$ cat src/rtl/telemetry_frame_tx.sv
// rtl/telemetry_frame_tx.sv - periodic ASCII hex telemetry framer driving a UART transmitter
// Optional feature macro: TELEM_CHECKSUM_EN (appends "*HH" XOR checksum before CR LF)
module telemetry_frame_tx #(
  parameter int         NUM_CH        = 4,
  parameter int         CH_WIDTH      = 16,
  parameter int         PERIOD_CYCLES = 10000,
  parameter logic [7:0] SEP_CHAR      = 8'h20
) (
  input  logic                       CLK_10MHZ,
  input  logic                       rst_n,
  input  logic [NUM_CH*CH_WIDTH-1:0] ch_data,
  input  logic [NUM_CH-1:0]          ch_valid,
  input  logic                       trig_ext,
  input  logic                       tx_busy,
  output logic                       tx_start,
  output logic [7:0]                 tx_data,
  output logic                       frame_active,
  output logic [15:0]                frame_cnt,
  output logic [7:0]                 overrun_cnt
);

  localparam int ND    = (CH_WIDTH + 3) / 4;
  localparam int CH_W  = (NUM_CH > 1) ? $clog2(NUM_CH) : 1;
  localparam int DIG_W = (ND > 1) ? $clog2(ND) : 1;
  localparam int TMR_W = $clog2(PERIOD_CYCLES);

  typedef enum logic [2:0] {
    S_IDLE,
    S_LOAD,
    S_FETCH,
    S_SEND,
    S_HOLD,
    S_DONE
  } state_t;

  // Which part of the frame the next FETCH produces
  typedef enum logic [2:0] {
    SEG_DIG,
    SEG_SEP,
    SEG_STAR,
    SEG_CK_HI,
    SEG_CK_LO,
    SEG_CR,
    SEG_LF
  } seg_t;

  state_t                     state_q, state_d;
  seg_t                       seg_q, seg_d;
  logic [TMR_W-1:0]           timer_q, timer_d;
  logic [CH_W-1:0]            ch_idx_q, ch_idx_d;
  logic [DIG_W-1:0]           dig_idx_q, dig_idx_d;
  logic [NUM_CH*CH_WIDTH-1:0] snap_data_q, snap_data_d;
  logic [NUM_CH-1:0]          snap_valid_q, snap_valid_d;
  logic [7:0]                 byte_q, byte_d;
  logic                       last_q, last_d;
  logic                       tx_start_q, tx_start_d;
  logic [7:0]                 tx_data_q, tx_data_d;
  logic                       frame_active_q, frame_active_d;
  logic [15:0]                frame_cnt_q, frame_cnt_d;
  logic [7:0]                 overrun_cnt_q, overrun_cnt_d;
`ifdef TELEM_CHECKSUM_EN
  logic [7:0]                 xor_q, xor_d;
`endif

  logic                timer_tc;
  logic                trig;
  logic [CH_WIDTH-1:0] cur_word;
  logic [ND*4-1:0]     cur_word_ext;
  logic [3:0]          cur_nib;
  logic                cur_valid;
  logic [7:0]          payload_byte;

  function automatic logic [7:0] hex_char(input logic [3:0] nib);
    if (nib < 4'd10) return 8'h30 + {4'h0, nib};
    return 8'h37 + {4'h0, nib};
  endfunction

  assign timer_tc = (timer_q == TMR_W'(PERIOD_CYCLES - 1));
  assign trig     = timer_tc | trig_ext;

  // Select the current digit from the snapshot; short top nibble is zero-extended
  always_comb begin
    cur_word     = snap_data_q[int'(ch_idx_q)*CH_WIDTH +: CH_WIDTH];
    cur_word_ext = (ND*4)'(cur_word);
    cur_nib      = cur_word_ext[int'(dig_idx_q)*4 +: 4];
    cur_valid    = snap_valid_q[ch_idx_q];
    payload_byte = cur_valid ? hex_char(cur_nib) : 8'h78;
  end

  // Next-state logic for the trigger timer, frame sequencer and counters
  always_comb begin
    state_d        = state_q;
    seg_d          = seg_q;
    ch_idx_d       = ch_idx_q;
    dig_idx_d      = dig_idx_q;
    snap_data_d    = snap_data_q;
    snap_valid_d   = snap_valid_q;
    byte_d         = byte_q;
    last_d         = last_q;
    tx_start_d     = 1'b0;
    tx_data_d      = tx_data_q;
    frame_active_d = frame_active_q;
    frame_cnt_d    = frame_cnt_q;
    overrun_cnt_d  = overrun_cnt_q;
`ifdef TELEM_CHECKSUM_EN
    xor_d          = xor_q;
`endif

    timer_d = timer_tc ? '0 : timer_q + TMR_W'(1);

    if (trig && (state_q != S_IDLE) && (overrun_cnt_q != 8'hFF)) begin
      overrun_cnt_d = overrun_cnt_q + 8'd1;
    end

    case (state_q)
      S_IDLE: begin
        if (trig) begin
          frame_active_d = 1'b1;
          state_d        = S_LOAD;
        end
      end
      S_LOAD: begin
        snap_data_d  = ch_data;
        snap_valid_d = ch_valid;
        ch_idx_d     = '0;
        dig_idx_d    = DIG_W'(ND - 1);
        seg_d        = SEG_DIG;
        last_d       = 1'b0;
`ifdef TELEM_CHECKSUM_EN
        xor_d        = 8'h00;
`endif
        state_d      = S_FETCH;
      end
      S_FETCH: begin
        case (seg_q)
          SEG_DIG: begin
            byte_d = payload_byte;
`ifdef TELEM_CHECKSUM_EN
            xor_d  = xor_q ^ payload_byte;
`endif
            if (dig_idx_q == '0) begin
              if (ch_idx_q == CH_W'(NUM_CH - 1)) begin
`ifdef TELEM_CHECKSUM_EN
                seg_d = SEG_STAR;
`else
                seg_d = SEG_CR;
`endif
              end else begin
                seg_d = SEG_SEP;
              end
            end else begin
              dig_idx_d = dig_idx_q - DIG_W'(1);
            end
          end
          SEG_SEP: begin
            byte_d    = SEP_CHAR;
`ifdef TELEM_CHECKSUM_EN
            xor_d     = xor_q ^ SEP_CHAR;
`endif
            ch_idx_d  = ch_idx_q + CH_W'(1);
            dig_idx_d = DIG_W'(ND - 1);
            seg_d     = SEG_DIG;
          end
`ifdef TELEM_CHECKSUM_EN
          SEG_STAR: begin
            byte_d = 8'h2A;
            seg_d  = SEG_CK_HI;
          end
          SEG_CK_HI: begin
            byte_d = hex_char(xor_q[7:4]);
            seg_d  = SEG_CK_LO;
          end
          SEG_CK_LO: begin
            byte_d = hex_char(xor_q[3:0]);
            seg_d  = SEG_CR;
          end
`endif
          SEG_CR: begin
            byte_d = 8'h0D;
            seg_d  = SEG_LF;
          end
          SEG_LF: begin
            byte_d = 8'h0A;
            last_d = 1'b1;
          end
          default: begin
            byte_d = 8'h0D;
            seg_d  = SEG_LF;
          end
        endcase
        state_d = S_SEND;
      end
      S_SEND: begin
        if (!tx_busy) begin
          tx_start_d = 1'b1;
          tx_data_d  = byte_q;
          state_d    = S_HOLD;
        end
      end
      S_HOLD: begin
        // Transmitter raises busy only after seeing start, so skip one cycle
        state_d = last_q ? S_DONE : S_FETCH;
      end
      S_DONE: begin
        frame_active_d = 1'b0;
        frame_cnt_d    = frame_cnt_q + 16'd1;
        state_d        = S_IDLE;
      end
      default: begin
        state_d = S_IDLE;
      end
    endcase
  end

  // Register all state; reset aborts any frame in flight
  always_ff @(posedge CLK_10MHZ or negedge rst_n) begin
    if (!rst_n) begin
      state_q        <= S_IDLE;
      seg_q          <= SEG_DIG;
      timer_q        <= '0;
      ch_idx_q       <= '0;
      dig_idx_q      <= '0;
      snap_data_q    <= '0;
      snap_valid_q   <= '0;
      byte_q         <= 8'h00;
      last_q         <= 1'b0;
      tx_start_q     <= 1'b0;
      tx_data_q      <= 8'h00;
      frame_active_q <= 1'b0;
      frame_cnt_q    <= 16'h0000;
      overrun_cnt_q  <= 8'h00;
`ifdef TELEM_CHECKSUM_EN
      xor_q          <= 8'h00;
`endif
    end else begin
      state_q        <= state_d;
      seg_q          <= seg_d;
      timer_q        <= timer_d;
      ch_idx_q       <= ch_idx_d;
      dig_idx_q      <= dig_idx_d;
      snap_data_q    <= snap_data_d;
      snap_valid_q   <= snap_valid_d;
      byte_q         <= byte_d;
      last_q         <= last_d;
      tx_start_q     <= tx_start_d;
      tx_data_q      <= tx_data_d;
      frame_active_q <= frame_active_d;
      frame_cnt_q    <= frame_cnt_d;
      overrun_cnt_q  <= overrun_cnt_d;
`ifdef TELEM_CHECKSUM_EN
      xor_q          <= xor_d;
`endif
    end
  end

  assign tx_start     = tx_start_q;
  assign tx_data      = tx_data_q;
  assign frame_active = frame_active_q;
  assign frame_cnt    = frame_cnt_q;
  assign overrun_cnt  = overrun_cnt_q;

endmodule

$ cat config.mk
export PLATFORM = sky130hd
export DESIGN_NAME = telemetry_frame_tx
export DESIGN_NICKNAME = d
export VERILOG_FILES = /design/src/rtl/telemetry_frame_tx.sv
export SDC_FILE = /design/constraint.sdc
export NUM_CORES = 1
export LEC_CHECK = 0
export CAP_MARGIN = 20
export CORE_MARGIN = 2
export CORE_UTILIZATION = 59
export CTS_BUF_LIST = sky130_fd_sc_hd__clkbuf_2
export DETAILED_ROUTE_END_ITERATION = 10
export HOLD_SLACK_MARGIN = 0.03
export PLACE_DENSITY = 0.85
export SYNTH_ARGS = -nofsm -noshare
export SYNTH_HDL_FRONTEND = slang
export SYNTH_SLANG_ARGS = --single-unit
$ cat constraint.sdc
create_clock -name CLK_10MHZ -period 6.58 [get_ports CLK_10MHZ]
set_input_delay 0.658 -clock CLK_10MHZ [delete_from_list [all_inputs] [get_ports CLK_10MHZ]]
set_output_delay 0.658 -clock CLK_10MHZ [all_outputs]
set_load 0.005 [all_outputs]
* Word-level counts from Yosys, hierarchy flattened
Cells that the tools add are included.
Word-level totals: register bits 135, input bits 72
Cells by class: add/sub/neg operators 7, $lt $le $gt $ge 2, equality and inequality tests 18, shift operators 2, mux-type cells 27, bitwise logic cells 2, reductions and logical operators 15
Operator list (count):
- indexed part select 64 x 7 -> 16 bit | 1
- 2-to-1 mux 8 bit | 3
- one-hot mux 8 bit (3 select lines) | 1
- adder 16 x 1 -> 16 bit (second input constant) | 1
- indexed part select 16 x 5 -> 4 bit | 1
- 2-to-1 mux 3 bit | 5
- one-hot mux 3 bit (5 select lines) | 1
- adder 14 x 1 -> 14 bit (second input constant) | 1
- adder 6 x 4 -> 7 bit (first input constant) | 2
- == test 14 bit (second input constant) | 1
- 2-to-1 mux 14 bit | 1
- one-hot mux 2 bit (2 select lines) | 3
- != test 2 bit (second input constant) | 5
- AND reduction 2 bit | 5
- == test 3 bit (second input constant) | 3
- != test 3 bit (second input constant) | 3
- one-hot mux 3 bit (3 select lines) | 1
- adder 8 x 1 -> 8 bit (second input constant) | 1
- != test 8 bit (second input constant) | 1
- == test 3 x 1 -> 1 bit (second input constant) | 2
- == test 3 x 2 -> 1 bit (second input constant) | 2
- logical NOT 3 bit | 2
- 2-to-1 mux 1 bit | 6
- one-hot mux 3 bit (2 select lines) | 1
- 15 further kinds | 20

* Longest topological paths before layout
Gate-level depths: netlist of the first run.
depth after elaboration 7, depth in mapped cells 11

* Worst setup path after synthesis of the first run
OpenSTA, ideal clock, no wires.
path type register -> register, start point register ch_idx_q[0], end point register byte_q[1], setup time 0.126 ns, arrival 2.116 ns, data required time 6.454 ns, slack 4.338 ns, cell stages (with the launch flop) 9, path buffers 2, clock period less this slack 2.242 ns, cell sequence dfrtp_1 -> buf_6 -> buf_12 -> mux4_2 -> mux4_2 -> clkinv_2 -> ha_1 -> mux2i_1 -> a221o_1
On the way: word-level cells in the longest chain between the ends 7
RTL lines:
- start, declared | RTL line 50 | logic [CH_W-1:0] ch_idx_q, ch_idx_d;
- start signal, assigned | RTL line 239 | ch_idx_q <= ch_idx_d;
- indexed part select 64 x 7 -> 16 bit | RTL line 83 | cur_word = snap_data_q[int'(ch_idx_q)*CH_WIDTH +: CH_WIDTH];
- indexed part select 16 x 5 -> 4 bit | RTL line 85 | cur_nib = cur_word_ext[int'(dig_idx_q)*4 +: 4];
- adder 6 x 4 -> 7 bit or < comparator 4 bit (tied branches) | RTL line 74 | if (nib < 4'd10) return 8'h30 + {4'h0, nib};
- 2-to-1 mux 8 bit or 2-to-1 mux 1 bit (tied branches) | RTL line 74
- 2-to-1 mux 8 bit | RTL line 75 | return 8'h37 + {4'h0, nib};
- 2-to-1 mux 8 bit * | RTL line 87 | payload_byte = cur_valid ? hex_char(cur_nib) : 8'h78;
- one-hot mux 8 bit (3 select lines) * | RTL line 135 | case (seg_q)
- end signal, assigned | RTL line 243 | byte_q <= byte_d;
- end, declared | RTL line 54 | logic [7:0] byte_q, byte_d;
Every way passes the cells marked *; elsewhere a longest branch is shown, timed or not. The select of a mux whose other input is x is not followed. A chain may end at the register's enable or synchronous reset.

* Worst setup path in the final report of the first run
Ends and elaborated chain as after synthesis.

==> impl_metrics.tcl, run 1 <==
set metrics [dict create \
    status "complete, no violations" \
    synth_top_area_cell "dfrtp_1" \
    avgSynthCellArea_sq_um 9.91 \
    die_h_um 106 \
    drv_slew 0 \
    synth_top_family_by_area "simple AND/OR/NAND/NOR gates" \
    path_max_fanout 17 \
    critPathKind "reg -> reg" \
    cap_violations 0 \
    yosys.cell_types.count 54 \
    grt_pass1_vias 4541 \
    hold_ws_ns 0.447 \
    synth_mux_area_frac 0.0915 \
    coreArea_sq_mm 0.0102 \
    fp-row-count 37 \
    clockBufferDepth 2 \
    max_stage_delay_ns 0.93 \
    antenna_cells 0 \
    wl_met1_um 5440 \
    grt_max_degree 73 \
    setup_tns_ns 0 \
    grt_pass1_wl_um 22000 \
    gp_congestion 0.892 \
    io_pins 106 \
    synth_top_area_frac 0.546 \
    htreeDepth 4 \
    cts.clk_slew.worst_paths_ns 0.21 \
    detail_route.wl_per_cell_um 15.2 \
    synth_ff_type "dfrtp_1" \
    die_w_um 106 \
    clkLatencyLatePin_ns 0.71 \
    grt.overflow.total 0 \
    post-route-period-util 0.410 \
    clock-sinks 133 \
    ys_ff_latch 133 \
    worstPathArrival_ns 3.29 \
    worst_setup_path_start_kind "register" \
    drcViolationCount 0 \
    grt_use_total 0.252 \
    hpwl_um 9580 \
    layout_common_cells "242 x nand2_1, 133 x dfrtp_1, 103 x clkdlybuf4s50_1, 31 x nor2_1, 20 x nand3_1" \
    rsz0062_at_grt "no" \
    layout_min_cycle_time_ns 2.70 \
    root_buffer "clkbuf_2" \
    area_delta_synth_final_pct 22.3 \
    maxSlewHeadroom 0.430 \
    yosys_warnings 0 \
    skew_ns 0.0280 \
    synth_area_sq_mm 0.00610 \
    vias 4752 \
    critPathSlowestCell "dfrtp_1" \
    layout.nets 790 \
    mostFrequentLayoutCell "nand2_1" \
    synth-compound-area-share 0.0396 \
    cts-buffers-inserted 17 \
    hold_viol 0 \
    drive_gt1_frac 0.0979 \
    synthCells 615 \
    io_buffers 104 \
    antenna_found_initial 0 \
    synth_edf_count 0 \
    synthAdderAreaFrac 0.0123 \
    drt_iter0_drc 388 \
    drt-pass1-iter-count 7 \
    dr.max_layer_used "met4" \
    fp.dieArea_sq_mm 0.0112 \
    drtAntennaViolNets 0 \
    setup_violations 0 \
    yosys.area_share.simple 0.234 \
    power.density_mw_per_mm2 418 \
    syn-num-nets 693 \
    met3WireLength_um 873 \
    post_cts_buffers 0 \
    hold_class "in -> reg" \
    tightest_slew_ns 0.855 \
    synthTopCellsByArea "dfrtp_1 55%, nand2_1 15%, mux4_2 5.5%" \
    ir_worst_vdd_mv 0.210 \
    async_flop_share 1.00 \
    power_mw 3.12 \
    viasPerCell 5.52 \
    path_cells "mux4_1 > a22oi_2 > nand3_2 > o21ai_4 > mux2i_1 > a221o_1" \
    p_leak_nw 3.50 \
    wl_met2_um 6530 \
    cp-end-kind "register" \
    cp_data_required_time_ns 7.17 \
    cts_tree "done" \
    fmax_mhz 371 \
    synth_xor_area_frac 0.0460 \
    wirelength_um 13100 \
    initial_core_util 0.599 \
    yosysSeqAreaShare 0.546 \
]
==> worst paths after layout <==
path,from,to,slack [ns],cells after the start
setup / recovery,ch_idx_q[0]$_DFFE_PN0P_,byte_q[1]$_DFFE_PN0P_,3.88,6
hold / removal,ch_data[59],snap_data_q[59]$_DFFE_PN0P_,0.45,3
setup reg to reg,ch_idx_q[0]$_DFFE_PN0P_,byte_q[1]$_DFFE_PN0P_,3.88,6
hold reg to reg,timer_q[0]$_DFF_PN0_,timer_q[0]$_DFF_PN0_,0.48,1
max in group asynchronous,rst_n,snap_data_q[0]$_DFFE_PN0P_,4.69,3
min in group asynchronous,rst_n,snap_valid_q[0]$_DFFE_PN0P_,0.54,2
==> stage by stage <==
stage                     utilization  setup slack (ns)  std cells  instance area (sq um)
final                           0.732              3.88        861                   7460
after detailed placement        0.706              3.87        828                   7190
after floorplan                     -              4.34        615                   6100
after global placement          0.706              3.97        828                   7190
after CTS                       0.732              3.85        861                   7460
after global routing            0.732              3.72        861                   7460
==> Yosys cell counts, types with 2 or more instances <==
library cell  count
nand4_1           8
xor2_1           13
xnor2_1          19
mux4_1            3
nand3_2           2
ha_1              6
and3_1            6
o21ai_1           2
mux4_2           15
a31oi_1           3
and4_1            2
mux2_2            8
mux2i_1           4
o21ai_0          10
o31ai_1           2
inv_1             4
nor2b_1           3
inv_2             2
nor3_1            7
nand3_1          20
buf_2             4
dfrtp_1         133
nand3b_1          2
nor2_1           31
clkbuf_1         25
nand2_1         242
or3_1             3
a21oi_1           9
nor3b_1           2
==> layer usage <==
metal	vias up	global-route usage
li1	2226	-
met1	2305	0.330
met2	193	0.413
met3	28	0.0674
met4	0	0.0780
met5	-	0
==> worst max-delay path, delay by kind of cell, from the launching register on <==
family	cells	cell delay [ns]
muxes	2	0.76
and+or+nand+nor	1	0.19
DFF	1	0.93
AOI/OAI and AO/OA	3	0.72
==> timing repair <==
| item | 4_1_cts | 5_1_grt |
|---|---|---|
| hold buffers | 1 | 0 |
| hold endpoints to repair | 63 | 0 |
| gates resized for setup | 0 | 0 |
==> power by group <==
part | leakage (nW) | switching [mW] | total, mW | internal [mW]
Combinational | 1.68 | 0.632 | 1.21 | 0.578
Sequential | 1.67 | 0.275 | 1.39 | 1.12
Clock | 0.145 | 0.302 | 0.512 | 0.210
Total | 3.50 | 1.21 | 3.12 | 1.91
==> cell type report <==
type                            count  area, sq um
Clock buffer                       18         90.1
Tap cell                          136          170
Timing Repair Buffer              110         1090
Multi-Input combinational cell    443         2590
Clock inverter                     14          161
Fill cell                         740         2730
Sequential cell                   133         3330
Inverter                            7         27.5
==> cells by family (layout without fill, tap and decap cells) <==
family / count (synthesis) / count (layout)
XOR/XNOR: 32 / 32
other: 1 / 1
AO/OA/AOI/OAI: 37 / 37
adder cells (fa/ha/maj): 6 / 6
AND/OR/NAND/NOR: 336 / 336
multiplexers: 31 / 31
buffers and inverters: 39 / 149
flip-flops: 133 / 133
==> state kept, by name, summed over array words and instances (netlist names), 4 cells and up <==
register / flops
snap_valid_q: 4
frame_cnt: 16
overrun_cnt: 8
snap_data_q: 64
byte_q: 7
timer_q: 14
tx_data: 7
Note: power is estimated with default switching activity, not from simulation.
==> inputs of run 2 (changes only) <==
Settings changed: CORE_UTILIZATION 59 to 50, PLACE_DENSITY 0.85 to 0.76.
Clock period 6.58 ns to 2.2 ns, I/O delays scaled along.
==> run 2 against run 1 <==
Compared with the run above:
- the run now ends with setup timing left
- clock skew fell by 0.0066 ns
- core utilization fell by 4.1 points
- worst hold slack lost 0.35 ns
- fmax is 18% higher
- first-iteration DRC count down 8.0%
- register-to-register slack got worse by 4.0 ns
- routed wire length increased by 7.7%
- global-route usage is 2.0 points lower
- final cell count increased by 9.8%
- critical path type unchanged
- critical endpoint unchanged
- largest power group is now combinational cells
==> impl_metrics.tcl, run 2 (same netlist as run 1, synthesis figures left out) <==
set metrics [dict create \
    drcViolationCount 0 \
    die_w_um 114 \
    gp_congestion 0.854 \
    path_depth 7 \
    cap_violations 0 \
    setup_ws_ns -0.0870 \
    crit_family "multiplexers" \
    violations "setup timing" \
    mostFrequentLayoutCell "nand2_1" \
    coreArea_sq_mm 0.0120 \
    pre_cts_ws_ns -0.0472 \
    r2r_end "byte_q[1]$_DFFE_PN0P_" \
    worstPathArrival_ns 2.84 \
    drive_gt1_frac 0.117 \
    io_pins 106 \
    hold_class "in -> reg" \
    htreeDepth 4 \
    clock-sinks 133 \
    critPathSlowestCell "mux4_2" \
    wirelength_um 14100 \
    initial_core_util 0.510 \
    largest_reg_flops 64 \
    worst_setup_path_start_kind "register" \
    grt.overflow.total 0 \
    fp-row-count 40 \
    critPathKind "reg -> reg" \
    antenna_found_initial 0 \
    fp.dieArea_sq_mm 0.0131 \
    power.density_mw_per_mm2 1200 \
    top_register "snap_data_q" \
    fmax_mhz 437 \
    switching_share 0.371 \
    p_leak_nw 3.86 \
    seq_power_share 0.404 \
    hpwl_um 9610 \
    cell_internal_pwr_mw 6.26 \
    clockBufferDepth 2 \
    maxSlewHeadroom 0.537 \
    grt_pass1_wl_um 23800 \
    tightest_slew_ns 0.693 \
    setup_violations 3 \
    grt_pass1_vias 4875 \
    post-route-period-util 1.04 \
    crit_top_cell "mux4_2" \
    power_switching_mw 3.70 \
    crit_path_end "byte_q[1]$_DFFE_PN0P_" \
    drt-pass1-iter-count 6 \
    r2r_start "ch_idx_q[0]$_DFFE_PN0P_" \
    cts-buffers-inserted 17 \
    path_max_fanout 6 \
    r2r_setup_slack_ns -0.09 \
    area_delta_synth_final_pct 35.7 \
    layout.nets 863 \
    combPwrFrac 0.420 \
    path_cells "buf_6 > mux4_2 > mux4_2 > clkinv_2 > ha_4 > mux2i_2 > a221o_1" \
    path_buf_inv 2 \
    skew_ns 0.0214 \
    detail_route.wl_per_cell_um 15.0 \
    hold_viol 0 \
    viasPerCell 5.28 \
    cts.clk_slew.worst_paths_ns 0.19 \
    pwr-share-clk 0.176 \
    crit_start "ch_idx_q[0]$_DFFE_PN0P_" \
    root_buffer "clkbuf_2" \
    antenna_cells 0 \
    cts_tree "done" \
    die_h_um 114 \
    grt_max_degree 69 \
    max_stage_delay_ns 0.52 \
    vias 4993 \
    clkLatencyLatePin_ns 0.66 \
    drv_slew 0 \
    status "finished, violations left" \
    rsz0062_at_grt "yes" \
    drt_iter0_drc 357 \
    drtAntennaViolNets 0 \
    io_buffers 104 \
    layout_min_cycle_time_ns 2.29 \
    reg2reg_depth 7 \
    ir_worst_vdd_mv 0.568 \
    cp-end-kind "register" \
    layout_common_cells "242 x nand2_1, 133 x dfrtp_1, 103 x clkdlybuf4s50_1, 56 x dlygate4sd3_1, 31 x nor2_1" \
    grt_use_total 0.231 \
    cp_data_required_time_ns 2.75 \
    final_util 0.692 \
]
==> run 2: cell types whose count changed in the layout (fill, tap and decap cells not counted), moves of 2 or more <==
cell and change:
buf_6 +2, buf_12 +3, buf_4 +13, bufinv_16 +2, dlygate4sd3_1 +55
==> run 2: repair_timing <==
| item | CTS | global route |
|---|---|---|
| setup endpoints to repair | 5 | 5 |
| endpoints found under the hold margin | 179 | 31 |
| gates cloned | 0 | 0 |
| pin swaps | 1 | 2 |
| resized for setup | 4 | 3 |
| buffers inserted | 2 | 0 |
| hold buffers | 48 | 8 |
==> run 2: worst min path at each step <==
stage                      startpoint                           to  slack, ns  cells after the start
after floorplan                 rst_n        byte_q[0]$_DFFE_PN0P_      -0.08                      0
after global placement          rst_n   overrun_cnt[4]$_DFFE_PN0P_       0.11                      1
after detailed placement        rst_n   overrun_cnt[4]$_DFFE_PN0P_       0.12                      1
after CTS                       rst_n         timer_q[2]$_DFF_PN0_       0.03                      3
after global routing      ch_data[20]  snap_data_q[20]$_DFFE_PN0P_       0.03                      3
final                     ch_data[16]  snap_data_q[16]$_DFFE_PN0P_       0.09                      3
==> run 2: layer usage <==
layer | global-route usage | up-vias | part of all wire
li1 | - | 2387 | -
met1 | 0.306 | 2396 | 0.43
met2 | 0.379 | 181 | 0.49
met3 | 0.0503 | 29 | 0.051
met4 | 0.0821 | 0 | 0.024
met5 | 0 | - | 0
==> run 2: power groups by stage <==
stage | logic (mW) | clock network, mW | registers, mW
CTS | 4.10 | 1.80 | 4.02
detailed placement | 3.94 | 0 | 4.08
finish | 4.19 | 1.75 | 4.03
floorplan | 2.80 | 0 | 3.78
global placement | 3.79 | 0 | 4.03
global route | 4.68 | 1.93 | 4.15
==> run 2: tightest hold or removal path: cells and delay by family <==
| family | cells | cell delay (ns) |
|---|---|---|
| buf+inv | 1 | 0.40 |
| simple gates | 2 | 0.12 |
==> run 2: layout make-up <==
type	instances	area [sq um]
Clock inverter	14	209
Tap cell	147	184
Fill cell	875	3690
Sequential cell	133	3330
Clock buffer	18	90.1
Inverter	7	30.0
Multi-Input combinational cell	443	2610
Timing Repair Buffer	183	1820
==> run 2: metrics by stage <==
stage                     cells  instance area (sq um)  hold slack, ns  TNS [ns]  power (mW)
after floorplan             615                   6100         -0.0756   -0.0396        6.57
after global placement      855                   7370           0.113         0        7.82
after detailed placement    855                   7370           0.116   -0.0922        8.02
after CTS                   937                   8180          0.0301   -0.0656        9.93
after global routing        945                   8270          0.0309    -0.475        10.8
final                       945                   8270          0.0937    -0.114        9.97
